**src/rtl/dram_ctl_pkg.sv**
```systemverilog
// Shared definitions for the FPM SIMM controller: FSM states, address mux ranges, byte-lane decode.
// REF_* states exist only when DRAMCTL_REFRESH_EN is defined.
package dram_ctl_pkg;

   localparam int REFRESH_DIV    = 780;
   localparam int PRECHARGE_CLKS = 2;
   localparam int REF_RAS_CLKS   = 3;
   localparam int CNT_W          = 3;

   localparam int MA_W   = 11;
   localparam int ROW_HI = 23;
   localparam int ROW_LO = 13;
   localparam int COL_HI = 12;
   localparam int COL_LO = 2;

   typedef enum logic [3:0] {
      IDLE,
      ROW,
      COL,
      CAS,
      ACK,
      HOLD,
      PRE
`ifdef DRAMCTL_REFRESH_EN
      ,
      REF_CAS,
      REF_RAS
`endif
   } state_t;

   // Active-low lane mask for a 32-bit port; bit i is byte offset i (bit 0 = D31-24).
   // Reads enable every lane; writes cover offset..offset+len-1, clipped at lane 3.
   function automatic logic [3:0] lane_mask(input logic [1:0] siz,
                                            input logic [1:0] offset,
                                            input logic       rnw);
      int         first;
      int         last;
      logic [3:0] mask;
      first = int'(offset);
      last  = first + ((siz == 2'b00) ? 4 : int'(siz)) - 1;
      mask  = 4'hF;
      for (int i = 0; i < 4; i++) begin
         if (rnw || (i >= first && i <= last)) begin
            mask[i] = 1'b0;
         end
      end
      return mask;
   endfunction

endpackage

```
**src/rtl/dram_refresh_timer.sv**
```systemverilog
// Free-running refresh interval counter with a single sticky request.
// Only instantiated when DRAMCTL_REFRESH_EN is defined.
import dram_ctl_pkg::*;

module dram_refresh_timer #(
   parameter int DIV = REFRESH_DIV
) (
   input  logic DRAM_CLK,
   input  logic nRST,
   input  logic clear,
   output logic req
);

   localparam int CW = $clog2(DIV);

   logic [CW-1:0] count_reg;
   logic          pending_reg;
   logic          wrap;

   assign wrap = (count_reg == CW'(DIV - 1));

   always_ff @(posedge DRAM_CLK or negedge nRST) begin
      if (!nRST) begin
         count_reg   <= '0;
         pending_reg <= 1'b0;
      end else begin
         count_reg <= wrap ? '0 : count_reg + CW'(1);
         // A clear on the wrap clock consumes that wrap; wraps while pending collapse into one.
         if (clear) begin
            pending_reg <= 1'b0;
         end else if (wrap) begin
            pending_reg <= 1'b1;
         end
      end
   end

   // The wrap itself counts as a request so the refresh can start on the wrap clock.
   assign req = pending_reg | wrap;

endmodule

```
**src/rtl/dram_ctl.sv**
```systemverilog
// FPM DRAM controller for one 72-pin SIMM: RAS/CAS sequencing, address mux, async DSACK termination.
// Define DRAMCTL_REFRESH_EN to compile in CAS-before-RAS refresh.
import dram_ctl_pkg::*;

module dram_ctl (
   input  logic        DRAM_CLK,
   input  logic        nRST,
   input  logic        nAS,
   input  logic        nRAMSEL,
   input  logic        RnW,
   input  logic [1:0]  SIZ,
   input  logic [23:0] ADDR,
   input  logic [7:0]  ADDR_HI,
   output logic [10:0] MA,
   output logic        nRAS,
   output logic [3:0]  nCAS,
   output logic        nWE,
   output logic [1:0]  nDSACK
);

   genvar gi;

   logic [1:0] sync_in;
   logic [1:0] synced;
   logic       nas_s;
   logic       nramsel_s;
   logic       hit;

   assign sync_in = {nRAMSEL, nAS};

   generate
      for (gi = 0; gi < 2; gi++) begin : g_sync
         logic meta_reg;
         logic sync_reg;
         always_ff @(posedge DRAM_CLK or negedge nRST) begin
            if (!nRST) begin
               meta_reg <= 1'b1;
               sync_reg <= 1'b1;
            end else begin
               meta_reg <= sync_in[gi];
               sync_reg <= meta_reg;
            end
         end
         assign synced[gi] = sync_reg;
      end
   endgenerate

   assign nas_s     = synced[0];
   assign nramsel_s = synced[1];
   assign hit       = !nas_s && !nramsel_s && (ADDR_HI == 8'h00);

   logic refresh_req;

`ifdef DRAMCTL_REFRESH_EN
   logic refresh_clear;

   dram_refresh_timer #(
      .DIV(REFRESH_DIV)
   ) u_refresh (
      .DRAM_CLK(DRAM_CLK),
      .nRST    (nRST),
      .clear   (refresh_clear),
      .req     (refresh_req)
   );
`else
   assign refresh_req = 1'b0;
`endif

   state_t             state_reg, state_next, go_state;
   logic [CNT_W-1:0]   cnt_reg, cnt_next;
   logic [MA_W-1:0]    ma_reg, ma_next;
   logic               nras_reg, nras_next;
   logic [3:0]         ncas_reg, ncas_next;
   logic               nwe_reg, nwe_next;
   logic               ndsack_reg, ndsack_next;

   always_comb begin
      state_next = state_reg;
      cnt_next   = cnt_reg;
      go_state   = hit ? ROW : IDLE;
`ifdef DRAMCTL_REFRESH_EN
      if (refresh_req) begin
         go_state = REF_CAS;
      end
`endif

      case (state_reg)
         IDLE: state_next = go_state;
         ROW:  state_next = COL;
         COL:  state_next = CAS;
         CAS:  state_next = ACK;
         ACK:  state_next = HOLD;
         HOLD: begin
            if (nas_s) begin
               state_next = PRE;
               cnt_next   = CNT_W'(PRECHARGE_CLKS - 1);
            end
         end
         // Last precharge clock arbitrates like IDLE, so back-to-back RAS high time is exactly PRECHARGE_CLKS.
         PRE: begin
            if (cnt_reg == '0) begin
               state_next = go_state;
            end else begin
               cnt_next = cnt_reg - CNT_W'(1);
            end
         end
`ifdef DRAMCTL_REFRESH_EN
         REF_CAS: begin
            state_next = REF_RAS;
            cnt_next   = CNT_W'(REF_RAS_CLKS - 1);
         end
         REF_RAS: begin
            if (cnt_reg == '0) begin
               state_next = PRE;
               cnt_next   = CNT_W'(PRECHARGE_CLKS - 1);
            end else begin
               cnt_next = cnt_reg - CNT_W'(1);
            end
         end
`endif
         default: state_next = IDLE;
      endcase
   end

`ifdef DRAMCTL_REFRESH_EN
   assign refresh_clear = (state_next == REF_CAS);
`endif

   // Strobes are registered from the next state so every pin changes cleanly on the clock edge.
   always_comb begin
      ma_next     = ma_reg;
      nras_next   = 1'b1;
      ncas_next   = 4'hF;
      nwe_next    = 1'b1;
      ndsack_next = 1'b1;

      case (state_next)
         ROW: begin
            nras_next = 1'b0;
            ma_next   = ADDR[ROW_HI:ROW_LO];
         end
         COL: begin
            nras_next = 1'b0;
            ma_next   = ADDR[COL_HI:COL_LO];
            nwe_next  = RnW;
         end
         CAS: begin
            nras_next = 1'b0;
            nwe_next  = RnW;
            ncas_next = lane_mask(SIZ, ADDR[1:0], RnW);
         end
         ACK, HOLD: begin
            nras_next   = 1'b0;
            ncas_next   = ncas_reg;
            nwe_next    = nwe_reg;
            ndsack_next = 1'b0;
         end
`ifdef DRAMCTL_REFRESH_EN
         REF_CAS: begin
            ncas_next = 4'h0;
         end
         REF_RAS: begin
            nras_next = 1'b0;
            ncas_next = 4'h0;
         end
`endif
         default: ;
      endcase
   end

   always_ff @(posedge DRAM_CLK or negedge nRST) begin
      if (!nRST) begin
         state_reg  <= IDLE;
         cnt_reg    <= '0;
         ma_reg     <= '0;
         nras_reg   <= 1'b1;
         ncas_reg   <= 4'hF;
         nwe_reg    <= 1'b1;
         ndsack_reg <= 1'b1;
      end else begin
         state_reg  <= state_next;
         cnt_reg    <= cnt_next;
         ma_reg     <= ma_next;
         nras_reg   <= nras_next;
         ncas_reg   <= ncas_next;
         nwe_reg    <= nwe_next;
         ndsack_reg <= ndsack_next;
      end
   end

   assign MA     = ma_reg;
   assign nRAS   = nras_reg;
   assign nCAS   = ncas_reg;
   assign nWE    = nwe_reg;
   assign nDSACK = {2{ndsack_reg}};

endmodule

```
**config.mk**
```make
export PLATFORM = sky130hd
export DESIGN_NAME = dram_ctl
export DESIGN_NICKNAME = d
export VERILOG_FILES = /design/src/rtl/dram_ctl_pkg.sv /design/src/rtl/dram_refresh_timer.sv /design/src/rtl/dram_ctl.sv
export SDC_FILE = /design/constraint.sdc
export NUM_CORES = 1
export LEC_CHECK = 0
export CAP_MARGIN = 25
export CORE_MARGIN = 4
export CORE_UTILIZATION = 46
export CTS_BUF_LIST = sky130_fd_sc_hd__clkbuf_4
export DETAILED_ROUTE_END_ITERATION = 10
export PLACE_DENSITY = 0.82
export SLEW_MARGIN = 20
export SYNTH_ARGS = -nofsm -noshare
export SYNTH_HDL_FRONTEND = slang
export SYNTH_SLANG_ARGS = --single-unit
```
**constraint.sdc**
```tcl
create_clock -name DRAM_CLK -period 2.15 [get_ports DRAM_CLK]
set_input_delay 0.43 -clock DRAM_CLK [delete_from_list [all_inputs] [get_ports DRAM_CLK]]
set_output_delay 0.43 -clock DRAM_CLK [all_outputs]
set_load 0.02 [all_outputs]
```
Yosys cells after proc, flatten, opt, wreduce, memory -nomap -nowiden
Index checks and enable logic that the tools add are counted.
{"block": "totals", "reg_bits": 29, "input_bits": 39, "word_cells": 72}
{"block": "op_classes", "addsub": 3, "order_cmp": 7, "eq_ne": 13, "mux": 17, "n_reduce_logical": 21}
{"operator": "$pmux 4 s7", "n": 1}
{"operator": "$pmux 11 s2", "n": 1}
{"operator": "$eq 4x3->1 const B", "n": 5}
{"operator": "$eq 4x2->1 const B", "n": 4}
{"operator": "$le 3x5->1 const A", "n": 2}
{"operator": "$mux 3", "n": 3}
{"operator": "$eq 4x1->1 const B", "n": 2}
{"operator": "$logic_not 8->1", "n": 1}
{"operator": "$mux 4", "n": 2}
{"operator": "$pmux 4 s2", "n": 1}
{"operator": "$mux 1", "n": 7}
{"operator": "$pmux 3 s2", "n": 1}
{"operator": "$le 1x5->1 const A", "n": 1}
{"operator": "$le 2x5->1 const A", "n": 1}
{"operator": "$logic_and 1x1->1", "n": 5}
{"operator": "$reduce_or 5->1", "n": 1}
{"operator": "$sub 4x1->5 const B", "n": 1}
{"operator": "$add 2x3->4", "n": 1}
{"operator": "$ge 1x2->1 const A", "n": 2}
{"operator": "$logic_not 4->1", "n": 1}
{"operator": "$logic_or 1x1->1", "n": 4}
{"operator": "$ne 2x2->1 const B", "n": 2}
{"operator": "$reduce_bool 2->1", "n": 2}
{"operator": "$reduce_or 2->1", "n": 2}
{"operator": "other kinds (7)", "n": 8}

Depth between registers and ports, before layout
{"block": "depth", "depth_word": 9, "depth_mapped": 12, "ltp_nobuf": 12}

Worst setup path before layout
No wires, ideal clock.
{"block": "synth_timing", "kind": "in2reg", "startpoint": "in ADDR[1]", "endpoint": "reg ncas_reg[0] (netlist: nCAS[0])", "setup_time_ps": 83, "t_arrival_ps": 2769, "required_time_ps": 2067, "path_slack_ps": -703, "path_stages": 11, "path_buffers": 0, "cell_sequence": "inv_1 ha_1 inv_1 ha_1 inv_1 fa_1 or3b_4 a2111oi_4 ha_1 and4_2 o32a_1"}
{"block": "synth_via", "elab_chain_cells": 7, "word_cells_on_any_way": 8, "classes_between": "add/sub (2); order compare (2); mux (2); reduce/logical (2)"}
{"element": "from (decl)", "line": "dram_ctl.sv:12", "source": "input logic [23:0] ADDR,"}
{"element": "$add 2x3->4", "line": "dram_ctl_pkg.sv:40", "source": "last = first + ((siz == 2'b00) ? 4 : int'(siz)) - 1;"}
{"element": "$sub 4x1->5", "line": "dram_ctl_pkg.sv:40"}
{"element": "$le 1x5->1", "line": "dram_ctl_pkg.sv:43", "source": "if (rnw || (i >= first && i <= last)) begin"}
{"element": "$logic_and 1x1->1 (*)", "line": "dram_ctl_pkg.sv:43"}
{"element": "$logic_or 1x1->1 (*)", "line": "dram_ctl_pkg.sv:43"}
{"element": "$mux 1 (*)", "line": "dram_ctl_pkg.sv:43"}
{"element": "$pmux 4 s2 (*)", "line": "dram_ctl.sv:137", "source": "case (state_next)"}
{"element": "to (signal assigned)", "line": "dram_ctl.sv:185", "source": "ncas_reg <= ncas_next;"}
{"element": "to (decl)", "line": "dram_ctl.sv:73", "source": "logic [3:0] ncas_reg, ncas_next;"}
Mark *: on every way between the ends. The rest lies on a longest branch, timed or not.
A chain may end at the register's enable or synchronous reset.

Worst setup path after layout
Same ends and word-level chain as after synthesis.

==> reports/summary.txt <==
vias in the first global route: 1586
Ports: 58
final net count: 276
latest clock arrival within the worst-skew pair: 320 ps
die width: 68.0 um
Bufs on Longest Clock Path: 2
Pwr per Cell Area: 563 mW/mm^2
multiplexer share of the synthesized area: 14.9%
Worst setup SP type: primary input
Routability Congestion: 0.811
initial antenna violation count: 0
most frequent cells in the layout: clkdlybuf4s50_1 (53), mux2_2 (22), buf_4 (22)
post-synthesis register bit count: 29
global-route usage over all layers: 19.6%
remaining global-route overflow: 0
unrepaired setup endpoints after global routing: yes
clk_skew: 9.12 ps
via/cell ratio: 5.29
Buffers on Ports: 57
DRT Pass-1 Iters: 4
Reg area: 739 um^2
Vias: 1450
Clock power frac: 29.1%
compound-cell area share of the yosys netlist: 15.4%
Max-Cap Viols: 0
Tcrit/Tclk final: 122%
TritonCTS clock tree: built
final hold viol count: 0
Worst-Margin Slew: 516 ps
Warnings, synthesis: 0
cell area after synthesis: 0.00166 mm^2
leakage power: 1.10 nW
Setup crit end kind: flop
HP Class: flop to flop
Seq/Total Area, Yosys: 44.6%
ranking of synthesized cells by area: dfrtp_1 (27%), dfstp_2 (17%), mux2_2 (15%)
Clk Tree Root Cell: clkbuf_4
CP Cell Sequence: buf_12 -> inv_12 -> ha_4 -> inv_2 -> ha_4 -> inv_4 -> fa_2 -> buf_6 -> o21bai_4 -> a2111oi_4 -> ha_2 -> and4_4 -> o32a_1
final worst slack: -473 ps
Post-synth EDFFs: 0
arrival time worst endpoint: 2870 ps
Max stage delay on crit path: 430 ps
die area: 0.00463 mm^2
Final setup viols: 2
Top FF cell, synth: dfrtp_1
Diodes inserted: 0
post-synth top area share: 27.2%
Avg Synthesized Cell Area: 11.4 um^2
Syn Nets: 194
Post-Synth Adder-Cell Area: 8.45%
WL final: 4.35 mm
critical path type: primary input to flop
multi-input logic area: 941 um^2
drt drc: 0
ys async rst share: 100%
Worst path slowest cell: a2111oi_4
Internal: 1.11 mW
Psw: 397 uW
core footprint: 0.00342 mm^2
cts bufs inserted: 5
Power Total: 1.50 mW
Crit path top cell by count: ha_4
Antenna Nets Post-Route: 0
Rel. slew slack: 65.1%
Wirelength per Cell: 15.9 um
Netlist cell types: 44
# fillers: 216
hold_buf cts: 0
DRT iter0 DRCs: 76
final slew viol count: 0
combinational family with the most area after synthesis: compound AO/OA/AOI/OAI gates
Worst VDD drop: 0.491 mV
Synth area leader: dfrtp_1
CP required: 2400 ps
Crit Path Max Fanout: 2
htree depth: 2
pin count of the biggest net entering global routing: 30
Combinational Power Share: 29.6%
Reg clk slew, reported paths: 90 ps
post-layout util: 78.2%
Synth Instances: 145
starting density of the core: 48.5%
clk sinks: 29
Period minus WS final: 2620 ps
detailed placer's ending HPWL: 3.18 mm
Syn-to-layout area delta: 61.1%
pre-CTS setup slack: -1260 ps
Synth Area in Simple Gates: 9.89%
commonest non-fill, non-tap cell in the layout: clkdlybuf4s50_1
Flop pwr share: 41.3%
first-pass GRT wire length: 6.86 mm
share of cells above drive strength 1: 40.8%
failing checks: setup timing
fmax: 0.381 GHz
Die Ht: 68.0 um
max reg flops: 11
outcome: finished with violations
Synth Area in XOR/XNOR: 0.528%
cell row count: 21
Sw Ratio: 26.4%
synthesized netlist by cell type, drive strengths merged (2+ instances only):
cell,count
a2111oi,3
a21o,2
a21oi,3
a2bb2oi,2
buf,6
dfrtp,18
dfstp,11
fa,2
ha,8
inv,16
mux2,22
nand2,5
nand3,2
nor2,5
nor2b,2
nor3b,2
nor4,2
nor4b,2
o21ai,9
o21bai,3
o22a,2
repair_timing:
action	CTS	global route
endpoints found under the setup margin	4	4
resized for setup	35	8
buffers inserted	2	3
pin swaps	9	7
power by group through the flow:
stage               sequential (mW)  combinational (mW)  clock (mW)
floorplan                     0.677               0.124           0
finish                        0.622               0.445       0.438
global route                  0.627               0.475       0.469
CTS                           0.622               0.422       0.448
global placement              0.626               0.390           0
detailed placement            0.630               0.403           0
per-layer routing:
layer	share of wire, %	global-route usage, %
met5	0	0
met1	39	21.2
met4	1.4	5.21
met3	7.9	8.37
met2	52	34.9
cells by family (layout without fill, tap and decap cells):
group                      Yosys count  after routing
xor gates and xnor gates             1              1
other                                1              1
and+or+nand+nor                     26             26
DFF                                 29             29
adders and majority gates           10             10
AOI/OAI and AO/OA                   33             33
buffers and inverters               23            106
muxes                               22             22
area by class of cell:
cell class	instances	share of cell area (%)
Sequential cell	29	27.7
Clock inverter	2	1.26
Inverter	16	3.00
Clock buffer	6	1.69
Tap cell	46	2.15
Timing Repair Buffer	82	29.0
Multi-Input combinational cell	93	35.2
per-stage QoR:
stage	hold WS, ps	TNS (ps)	std cells	cell area, um^2
final	360	-640	274	2670
after global routing	367	-794	274	2670
after CTS	361	-446	271	2610
after detailed placement	347	-3950	261	2460
after global placement	346	-3670	261	2460
after floorplan	134	-692	145	1720
worst paths after layout:
kind	slack (ps)	start	end	cells past startpoint
min in group asynchronous	480	nRST	MA[7]	2
worst min register to register	360	g_sync[0].meta_reg	g_sync[0].sync_reg	0
worst min-delay path	360	g_sync[0].meta_reg	g_sync[0].sync_reg	0
max in group asynchronous	1350	nRST	nCAS[1]	2
worst max-delay path	-470	ADDR[1]	nCAS[0]	13
worst max register to register	160	state_reg[0]	MA[6]	4
worst max-delay path: cells and delay by family:
kind	cells	cell delay [ps]
fa+ha+maj	4	1040
simple gates	1	150
buf+inv	5	360
compound gates	3	890
Note: power is estimated with default switching activity, not from simulation.
